**config.mk**
```make
export PLATFORM = sky130hd
export DESIGN_NAME = fp_norm_iter
export DESIGN_NICKNAME = d
export VERILOG_FILES = /design/src/rtl/fp_norm_pkg.sv /design/src/rtl/fp_norm_iter_lzc.sv /design/src/rtl/fp_norm_iter.sv
export SDC_FILE = /design/constraint.sdc
export NUM_CORES = 1
export LEC_CHECK = 0
export ABC_AREA = 1
export CORE_MARGIN = 5
export CORE_UTILIZATION = 45
export CTS_BUF_LIST = sky130_fd_sc_hd__clkbuf_4 sky130_fd_sc_hd__clkbuf_8 sky130_fd_sc_hd__clkbuf_16
export DETAILED_ROUTE_END_ITERATION = 8
export PLACE_DENSITY = 0.76
export SYNTH_ARGS = -nofsm -noshare
export SYNTH_HDL_FRONTEND = slang
export SYNTH_SLANG_ARGS = --single-unit
```
**constraint.sdc**
```tcl
create_clock -name clk -period 4.7 [get_ports clk]
set_clock_uncertainty 0.15 [all_clocks]
set_input_delay 0.47 -clock clk [delete_from_list [all_inputs] [get_ports clk]]
set_output_delay 0.47 -clock clk [all_outputs]
set_load 0.1 [all_outputs]
```
**src/rtl/fp_norm_pkg.sv**
```systemverilog
// rtl/fp_norm_pkg.sv - shared constants and helpers for the iterative mantissa normaliser
// Contents:
//   S_IDLE/S_SHIFT/S_DONE  FSM state encodings
//   EXP_MIN_NORM           smallest biased exponent of a normal number
//   sh_width()             width needed to hold a shift count of 0..mant_w
package fp_norm_pkg;

  localparam logic [1:0] S_IDLE  = 2'd0;
  localparam logic [1:0] S_SHIFT = 2'd1;
  localparam logic [1:0] S_DONE  = 2'd2;

  localparam int EXP_MIN_NORM = 1;

  function automatic int sh_width(input int mant_w);
    return $clog2(mant_w + 1);
  endfunction

endpackage

```
**src/rtl/fp_norm_iter_lzc.sv**
```systemverilog
// rtl/fp_norm_iter_lzc.sv - combinational leading-zero counter
// Ports:
//   a    in   W   value to scan (MSB first)
//   cnt  out  OW  number of leading zeros; W when a is all zero
module lzc #(
  parameter int W  = 24,
  parameter int OW = 5
) (
  input  logic [W-1:0]  a,
  output logic [OW-1:0] cnt
);

  // Ascending scan: the last set bit found is the highest one.
  always_comb begin
    cnt = OW'(W);
    for (int i = 0; i < W; i++) begin
      if (a[i]) cnt = OW'(W - 1 - i);
    end
  end

endmodule

```
**src/rtl/fp_norm_iter.sv**
```systemverilog
// rtl/fp_norm_iter.sv - multi-cycle mantissa normaliser (up to STEP left shifts per cycle)
// Ports:
//   clk, rst_n               clock, asynchronous active-low reset
//   in_valid/in_ready        operand handshake (ready only while idle)
//   in_mant, in_exp          unnormalised mantissa and its biased exponent
//   out_valid/out_ready      result handshake (result held until accepted)
//   out_mant, out_exp        normalised mantissa and adjusted exponent
//   out_shift, out_adjust    total left shift applied, and whether it is nonzero
//   out_zero, out_underflow  zero input, stopped at the exponent floor (denormal)
module fp_norm_iter
  import fp_norm_pkg::*;
#(
  parameter int MANT_W = 24,
  parameter int EXP_W  = 10,
  parameter int STEP   = 1,
  localparam int SH_W  = sh_width(MANT_W)
) (
  input  logic              clk,
  input  logic              rst_n,
  input  logic              in_valid,
  output logic              in_ready,
  input  logic [MANT_W-1:0] in_mant,
  input  logic [EXP_W-1:0]  in_exp,
  output logic              out_valid,
  input  logic              out_ready,
  output logic [MANT_W-1:0] out_mant,
  output logic [EXP_W-1:0]  out_exp,
  output logic [SH_W-1:0]   out_shift,
  output logic              out_adjust,
  output logic              out_zero,
  output logic              out_underflow
);

  // Wide enough to compare exponent headroom against shift counts without wrap.
  localparam int CW = ((EXP_W > SH_W) ? EXP_W : SH_W) + 1;

  logic [1:0]        state;
  logic [MANT_W-1:0] mant_r;
  logic [EXP_W-1:0]  exp_r;
  logic [SH_W-1:0]   shift_r;
  logic              zero_r;
  logic              uf_r;

  logic [SH_W-1:0]   lz;
  logic [CW-1:0]     room;
  logic [SH_W-1:0]   sh;
  logic [MANT_W-1:0] mant_next;
  logic [EXP_W-1:0]  exp_next;

  lzc #(.W(MANT_W), .OW(SH_W)) u_lzc (
    .a   (mant_r),
    .cnt (lz)
  );

  // Shift amount for this cycle: min(lz, STEP, exp_r - 1). Only meaningful in
  // SHIFT, where exp_r >= 2 and mant_r is nonzero with MSB clear, so sh >= 1.
  always_comb begin
    room = CW'(exp_r) - CW'(EXP_MIN_NORM);
    sh   = lz;
    if (CW'(STEP) < CW'(sh)) sh = SH_W'(STEP);
    if (room < CW'(sh))      sh = room[SH_W-1:0];
    mant_next = mant_r << sh;
    exp_next  = exp_r - EXP_W'(sh);
  end

  always_ff @(posedge clk or negedge rst_n) begin
    if (!rst_n) begin
      state   <= S_IDLE;
      mant_r  <= '0;
      exp_r   <= '0;
      shift_r <= '0;
      zero_r  <= 1'b0;
      uf_r    <= 1'b0;
    end else begin
      case (state)
        S_IDLE: begin
          if (in_valid) begin
            mant_r  <= in_mant;
            exp_r   <= in_exp;
            shift_r <= '0;
            zero_r  <= 1'b0;
            uf_r    <= 1'b0;
            if (in_mant == '0) begin
              zero_r <= 1'b1;
              exp_r  <= '0;
              state  <= S_DONE;
            end else if (in_mant[MANT_W-1]) begin
              state <= S_DONE;
            end else if (in_exp <= EXP_W'(EXP_MIN_NORM)) begin
              uf_r  <= 1'b1;
              state <= S_DONE;
            end else begin
              state <= S_SHIFT;
            end
          end
        end
        S_SHIFT: begin
          mant_r  <= mant_next;
          exp_r   <= exp_next;
          shift_r <= shift_r + sh;
          if (mant_next[MANT_W-1]) begin
            state <= S_DONE;
          end else if (exp_next == EXP_W'(EXP_MIN_NORM)) begin
            uf_r  <= 1'b1;
            state <= S_DONE;
          end
        end
        S_DONE: begin
          if (out_ready) state <= S_IDLE;
        end
        default: state <= S_IDLE;
      endcase
    end
  end

  assign in_ready      = (state == S_IDLE);
  assign out_valid     = (state == S_DONE);
  assign out_mant      = mant_r;
  assign out_exp       = exp_r;
  assign out_shift     = shift_r;
  assign out_adjust    = (shift_r != '0);
  assign out_zero      = zero_r;
  assign out_underflow = uf_r;

endmodule

```
Yosys cells after proc, flatten, opt, wreduce, memory -nomap -nowiden:

Index checks and enable logic that the tools add are counted.

* add/sub/neg operators: 3
* order comparisons: 3
* equality and inequality tests: 8
* shifts and indexed selects: 1
* muxes and demuxes: 49
* reductions and logical operators: 8

Operators with widths (count)
* 5-bit two-way mux: 19
* 24-bit one-hot mux with 2 select lines: 1
* 4-bit two-way mux: 8
* 24-bit zero test: 1
* 24-bit two-way mux: 1
* 24-bit by 5-bit << shifter with 24-bit output: 1
* 10-bit two-way mux: 2
* 10-bit one-hot mux with 2 select lines: 1
* 2-bit two-way mux: 7
* 11-bit by 5-bit < comparator with 1-bit output: 1
* 10-bit by 1-bit subtractor with 11-bit output (second input constant): 1
* 10-bit by 1-bit == test with 1-bit output (second input constant): 1
* 10-bit by 1-bit less-or-equal comparator with 1-bit output (second input constant): 1
* 5-bit one-hot mux with 2 select lines: 1
* 10-bit by 5-bit subtractor with 10-bit output: 1
* 1-bit two-way mux: 7
* 2-bit != test (second input constant): 3
* 2-bit one-hot mux with 3 select lines: 1
* 5-bit adder: 1
* 1-bit by 5-bit < comparator with 1-bit output (first input constant): 1
* 5-bit nonzero test: 1
* 2-bit AND reduction: 2
* 4-bit AND reduction: 1
* 3-bit != test (second input constant): 1
* other kinds (7): 7

* flip-flop bits (word level): 43
* input port bits: 38

Depth between registers and ports, before layout:

Gate-level depths: netlist (run 1).

* word-level depth: 33
* depth in mapped cells: 21
* gate-level depth less buffers: 21

Cells and area by module:

Synthesis (run 1) repeated with hierarchy kept, for this count alone.

* cell total of the unflattened synthesis: 654
* area, all modules: 4103.9 sq um

By module, submodules not included
* fp_norm_iter: instances 1, cells each 580, area each 3789.9 sq um, sequential area each 1076.0 sq um
* lzc: instances 1, cells each 74, area each 314.1 sq um, sequential area each 0.0 sq um

Least setup slack after synthesis (run 1):

No wires, ideal clock.

* path type: reg2reg
* from: register exp_r[1] (netlist: out_exp[1])
* to: register uf_r (netlist: out_underflow)
* setup time: 73 ps
* data arrival time: 3449 ps
* path slack: 1028 ps
* stages on the path, launching flop included: 21
* path buffers: 0
* period minus slack after synthesis: 3672 ps
* cell sequence: dfrtp_1 inv_1 ha_1 nand4_1 nor2_1 nand4_1 nand2_2 inv_1 ha_1 fa_1 inv_1 nand3_1 nand2_1 nand2_2 nand4_1 nand2_1 nor2_2 nand3_2 nand2_1 nand2_1 a21boi_2

* cells in the longest elaborated chain, start to end: 7
* elaborated cells between the ends (all ways): 9
* classes of those cells: add/sub (2); order compare (1); eq/ne (3); shift (1); mux (1); reduce/logical (1)

RTL lines
* from (decl): RTL line fp_norm_iter.sv:39 `logic [EXP_W-1:0] exp_r;`
* from (signal assigned): RTL line fp_norm_iter.sv:79 `exp_r <= in_exp;`
* from (signal assigned): RTL line fp_norm_iter.sv:99 `exp_r <= exp_next;`
* 10-bit by 1-bit subtractor with 11-bit output: RTL line fp_norm_iter.sv:58 `room = CW'(exp_r) - CW'(EXP_MIN_NORM);`
* 11-bit by 5-bit < comparator with 1-bit output: RTL line fp_norm_iter.sv:61 `if (room < CW'(sh)) sh = room[SH_W-1:0];`
* 5-bit two-way mux: RTL line fp_norm_iter.sv:61
* 10-bit by 5-bit subtractor with 10-bit output: RTL line fp_norm_iter.sv:63 `exp_next = exp_r - EXP_W'(sh);`
* 10-bit by 1-bit == test with 1-bit output: RTL line fp_norm_iter.sv:103 `end else if (exp_next == EXP_W'(EXP_MIN_NORM)) begin`
* 2-bit != test (no line)
* 4-bit AND reduction (no line) (*)
* to (signal assigned): RTL line fp_norm_iter.sv:73 `uf_r <= 1'b0;`
* to (signal assigned): RTL line fp_norm_iter.sv:82 `uf_r <= 1'b0;`
* to (signal assigned): RTL line fp_norm_iter.sv:104 `uf_r <= 1'b1;`
* to (decl): RTL line fp_norm_iter.sv:42 `logic uf_r;`

Every way passes the cells marked *; elsewhere a longest branch is shown, timed or not.
A chain may end at the register's enable or synchronous reset.

Worst setup path in the final report (run 1):

* from: register exp_r[1] (netlist: out_exp[1])
* to: register state[1]

* cells in the longest elaborated chain, start to end: 7
* elaborated cells between the ends (all ways): 10
* classes of those cells: add/sub (2); order compare (1); eq/ne (2); shift (1); mux (3); reduce/logical (1)

RTL lines
* 10-bit by 1-bit subtractor with 11-bit output: RTL line fp_norm_iter.sv:58
* 11-bit by 5-bit < comparator with 1-bit output: RTL line fp_norm_iter.sv:61
* 5-bit two-way mux: RTL line fp_norm_iter.sv:61
* 10-bit by 5-bit subtractor with 10-bit output: RTL line fp_norm_iter.sv:63
* 10-bit by 1-bit == test with 1-bit output: RTL line fp_norm_iter.sv:103
* 3-bit != test (no line)
* 3-bit AND reduction (no line)
* to (signal assigned): RTL line fp_norm_iter.sv:68 `state <= S_IDLE;`
* to (signal assigned): RTL line fp_norm_iter.sv:102 `state <= S_DONE;`
* to (signal assigned): RTL line fp_norm_iter.sv:105 `state <= S_DONE;`
* to (decl): RTL line fp_norm_iter.sv:37 `logic [1:0] state;`

Parallel ways exist; a longest one is shown, timed or not.

==> results of run 1 <==
kinds of logic after synthesis:
family                   count (synthesis)  synth area share
flip-flops                              43            0.3702
XOR/XNOR                                 5           0.01507
adder cells (fa/ha/maj)                 12           0.05682
AO/OA/AOI/OAI                           96            0.2230
buffers and inverters                   71           0.09901
other                                    2          0.002584
AND/OR/NAND/NOR                        148            0.2333
final cells by class:
| type | count | area, um^2 |
|---|---|---|
| Inverter | 55 | 206.4 |
| Fill cell | 592 | 2464 |
| Clock buffer | 6 | 76.32 |
| Multi-Input combinational cell | 270 | 1569 |
| Clock inverter | 2 | 12.51 |
| Tap cell | 77 | 96.34 |
| Sequential cell | 43 | 1076 |
| Timing Repair Buffer | 82 | 813.3 |
worst paths after layout:
path / from / end / slack, ps / cells past startpoint
setup / recovery: out_exp[1] / state[1] / 1060 / 21
hold / removal: rst_n / out_mant[4] / 170 / 1
setup reg to reg: out_exp[1] / state[1] / 1060 / 21
hold reg to reg: out_zero / out_zero / 350 / 1
max in group asynchronous: rst_n / out_exp[2] / 3600 / 1
min in group clk: out_zero / out_zero / 350 / 1
per-layer routing:
| metal | vias up | GRT usage |
|---|---|---|
| li1 | 1439 | - |
| met1 | 1393 | 0.2721 |
| met2 | 90 | 0.3207 |
| met3 | 17 | 0.05000 |
| met4 | 0 | 0.03970 |
| met5 | - | 0 |
sequential cells by signal (all words and copies together), names as in the netlist:
register,cells
out_shift,5
out_mant,24
out_underflow,1
out_exp,10
out_zero,1
state,2
stage by stage:
step	hold WS [ps]	setup WS, ps	cells	util	cell area (um^2)
floorplan	24.41	1028	384	-	2933
global route	251.4	701.8	535	0.6098	3850
global placement	326.4	1215	527	0.5957	3761
CTS	220.1	1051	535	0.6098	3850
finish	172.2	1060	535	0.6098	3850
detailed placement	335.0	1073	527	0.5957	3761
placed cells by master (no fill, tap or decap), types with 2 or more instances in the layout:
cell type         n
a2bb2oi_1         2
o31ai_1           2
o221ai_1          6
inv_2             7
inv_1            47
clkdlybuf4s50_1  80
nand4_1           6
o211ai_1         21
clkbuf_8          5
o22ai_1           2
o21ai_0          24
xor2_1            3
xnor2_1           2
a21oi_2           2
a21oi_1           4
dfrtp_1          43
nor2_1           23
o21ai_1           5
ha_1             10
a31oi_1           3
conb_1            9
nand3_2           2
a22oi_1          21
fa_1              2
nand3_1          26
nand2_1          73
nor3_1            3
nand2_2           3
nor2_2            4
nor4_1            4
==> flow_summary_export.csv, run 1 <==
group,metric,value,unit
global_routing,grt_pass1_vias,2857,
route,vias_per_cell,5.493,
logic_synthesis,synth_ff_type,"dfrtp_1",
run,maxCapViolations,0,
hold_path,hold_class,"in -> async",
route,drtIter0Drc,164,
clock_tree,cts_buffers,5,
finish,n_antenna_cell,0,
critical_path,worstPathRequired,4790,ps
floorplan,rows,29,
route,wl_met2,4034,um
logic_synthesis,netlist.area_leader.share,0.3702,
route,detail-route-antenna-nets,0,
logic_synthesis,ys_types,42,
clock_tree,cts_max_level,2,
floorplan,die_w,90.37,um
timing,timing.slew.headroom,0.3227,
route,wl_per_cell,15.50,um
floorplan,start_util,0.4604,
logic_synthesis,synth-seq-cells,43,
floorplan,core-area,6314,um^2
logic_synthesis,synth.avg_cell_area,7.710,um^2
status,status,"finished clean",
clock_tree,insertion_delay,300,ps
route,wl,8292,um
route,drc,0,
clock_tree,ctsResizeCount,0,
global_routing,grt_pass1_wl,13740,um
critical_path,critPathSlowestCell,"dfrtp_1",
logic_synthesis,yosysWarningCount,0,
timing,fmax,274.8,MHz
logic_synthesis,yosys-top-cells-area,"dfrtp_1 37%, nand2_1 9.4%, inv_1 6.1%",
critical_path,worstPathCellList,"inv_1, ha_1, nand4_1, nor2_1, nand4_1, nand2_2, buf_4, inv_1, ha_1, fa_1, inv_1, nand3_1, nand2_1, nand2_2, nand4_1, nand2_1, nor2_2, nand3_2, nand3_2, nand3_1, nor2_1",
global_routing,grt.total_usage,0.1992,
clock_tree,postCtsSetupRepairBufs,0,
finish,area.growth.synth_to_final,32.46,%
timing,worstMarginPinSlew,1013,ps
logic_synthesis,synth_common_cells,"73 x nand2_1, 47 x inv_1, 43 x dfrtp_1, 26 x nand3_1, 24 x o21ai_0",
logic_synthesis,synthCells,377,
clock_tree,clock-sinks,43,
logic_synthesis,yosysTopAreaCell,"dfrtp_1",
route,dr.max_layer_used,"met4",
finish,drive_gt1_frac,0.06769,
floorplan,die_area,8166,um^2
critical_path,crit_path_max_incr_delay,430,ps
route,vias,2939,
route,routed-wl-met3,486,um
placement,gp_congestion,0.9244,
critical_path,path_buf_inv,4,
clock_tree,clockBufferDepth,2,
timing,finalSetupViolCount,0,
global_routing,grt_max_degree,46,
clock_tree,path_clk_slew,90,ps
clock_tree,cts_hold_buf,0,
global_routing,grt_overflow,0,
timing,finalMaxSlewViolations,0,
critical_path,crit_fanout,45,
critical_path,crit_type,"reg -> reg",
logic_synthesis,seq_area_frac_synth,0.3702,
route,met1_length,3640,um
logic_synthesis,synth.most_common_cell,"nand2_1",
timing,final.min_clock_period,3640,ps
critical_path,cp-start-kind,"register",
timing,rsz0062_at_grt,"false",
logic_synthesis,synth-edff-count,0,
clock_tree,cts_tree,"done",
finish,nNetsFinal,507,
critical_path,arrival,3730,ps
critical_path,critPathCaptureType,"register",
timing,hold_viol_final,0,
critical_path,cp_top_family,"simple AND/OR/NAND/NOR gates",
floorplan,die_y,90.37,um
clock_tree,root_buffer,"clkbuf_8",
timing,period_share,0.7744,
global_routing,grt_antenna_before_repair,0,
logic_synthesis,async_flop_share,1.000,
route,first_pass_iters,4,
logic_synthesis,syn_area,2907,um^2
placement,io_buffers,81,
timing,setup-tns-final,0,ps
floorplan,io-pin-count,82,
placement,hpwl,6076,um
Power of run 1 is not shown: default switching activity piles up to over one toggle a cycle in this logic, so the estimate is an artifact.
==> run 2, diff against run 1 <==
==> constraint.sdc (replaced) <==
create_clock -name clk -period 3.44 [get_ports clk]
set_clock_uncertainty 0.15 [all_clocks]
set_input_delay 0.344 -clock clk [delete_from_list [all_inputs] [get_ports clk]]
set_output_delay 0.344 -clock clk [all_outputs]
set_load 0.1 [all_outputs]
==> run 2 against run 1 <==
Compared with the run above:
- die area unchanged
- critical path type unchanged
- cell count increased by 0.56%
- final area increased by 1.3%
- register-to-register slack got worse by 680 ps
- hold slack worse by 110 ps
- non-clock buffer count up 3
- via count is 0.44% lower
- wire length grew 2.4%
==> flow_summary_export.csv, run 2 (synthesis gave the netlist of run 1 again) <==
group,metric,value,unit
status,status,"finished clean",
global_routing,grt_pass1_wl,14170,um
finish,final_common_cell,"clkdlybuf4s50_1",
critical_path,arrival,3140,ps
floorplan,io-pin-count,82,
critical_path,critPathCaptureType,"register",
timing,final.min_clock_period,3056,ps
clock_tree,cts_tree,"done",
critical_path,cp-start-kind,"register",
clock_tree,path_clk_slew,90,ps
finish,stdcell_area,3899,um^2
timing,setup-tns-final,0,ps
floorplan,start_util,0.4604,
timing,worstMarginPinSlew,1023,ps
route,wl,8490,um
finish,multi_input_area,1572,um^2
route,drtIter0Drc,134,
critical_path,reg2reg_from,"out_exp[0]",
run,maxCapViolations,0,
global_routing,grt.total_usage,0.2089,
route,vias_per_cell,5.439,
critical_path,worstPathRequired,3530,ps
finish,fillCellCount,592,
finish,drive_gt1_frac,0.08677,
route,wl_per_cell,15.78,um
finish,ff_latch_area,1079,um^2
critical_path,crit_fanout,4,
finish,largest_reg_flops,24,
finish,area.growth.synth_to_final,34.14,%
timing,rsz0062_at_grt,"false",
floorplan,die_area,8166,um^2
clock_tree,cts_buffers,5,
clock_tree,insertion_delay,300,ps
clock_tree,cts_max_level,2,
route,detail-route-antenna-nets,0,
clock_tree,clockBufferDepth,2,
placement,placed_area,3771,um^2
timing,timing.slew.headroom,0.3157,
critical_path,crit_type,"reg -> reg",
timing,fmax,327.2,MHz
clock_tree,clock-sinks,43,
finish,n_antenna_cell,0,
floorplan,rows,29,
clock_tree,cts_hold_buf,0,
route,vias,2926,
timing,period_share,0.8885,
critical_path,startpoint,"out_exp[0]",
timing,hold_viol_final,0,
global_routing,grt_overflow,0,
floorplan,core-area,6314,um^2
floorplan,die_y,90.37,um
hold_path,hold_class,"in -> async",
floorplan,die_w,90.37,um
route,drc,0,
timing,finalMaxSlewViolations,0,
clock_tree,root_buffer,"clkbuf_8",
global_routing,grt_antenna_before_repair,0,
global_routing,grt_max_degree,45,
placement,io_buffers,81,
finish,final_cell_mix,"77 x clkdlybuf4s50_1, 73 x nand2_1, 47 x inv_1, 41 x dfrtp_1, 26 x nand3_1",
global_routing,grt_pass1_vias,2935,
placement,gp_congestion,0.8808,
timing,finalSetupViolCount,0,
route,first_pass_iters,5,
finish,nNetsFinal,510,
placement,hpwl,6165,um
==> run 2: cell count changes in the layout (fill, tap and decap cells not counted), sizes merged <==
cell           before  now
clkdlybuf4s50      80   77
clkinvlp            1    0
bufinv              0    1
buf                 2    8
==> run 2: worst max-delay path, cell delays in order (launching register included) <==
cell and delay (ps):
dfrtp_2 410, inv_1 80, ha_1 280, nand4_1 90
nor2_1 90, nand4_1 130, nand2_2 90, inv_1 70
ha_1 210, fa_2 370, inv_1 90, nand3_1 90
nand2_1 100, nand2_2 70, nand2_1 80, nand3_1 110
nor2_2 130, nand3_2 100, nand2_1 80, nand2_1 60
a21boi_2 110
==> run 2: per-layer routing <==
layer,up-vias,global-route usage,routed length [um]
met1,1377,0.2661,3564
met4,0,0.05955,134
met3,12,0.06000,638
met5,-,0,0
met2,93,0.3445,4152
li1,1444,-,-
==> run 2: timing repair <==
item,CTS,global route
endpoints found under the setup margin,0,1
resized for setup,0,1
hold endpoints to repair,0,0
buffers inserted,0,1
==> run 2: through the flow <==
stage	utilization	worst slack, ps	hold WS (ps)	instances
floorplan	-	99.25	-101.6	384
global placement	0.5973	504.3	328.2	529
detailed placement	0.5973	334.9	335.3	529
CTS	0.6159	296.9	81.29	537
global route	0.6175	54.77	143.7	538
finish	0.6175	383.6	58.51	538
==> run 2: final timing paths <==
path	endpoint	depth (start not counted)	slack, ps
max	out_underflow	20	380
min	out_mant[3]	1	60
max reg2reg	out_underflow	20	380
min reg2reg	out_zero	1	350
max in group asynchronous	out_exp[1]	1	2390
min in group clk	out_zero	1	350
==> run 2: cell type report <==
class	instances	share of cell area
multi-input combinational	270	0.4031
sequential	43	0.2766
timing repair buffer	85	0.2125
inverter	55	0.05295
tap	77	0.02471
clock buffer	6	0.02118
clock inverter	2	0.008986
Power of run 2 is left out for the same reason.
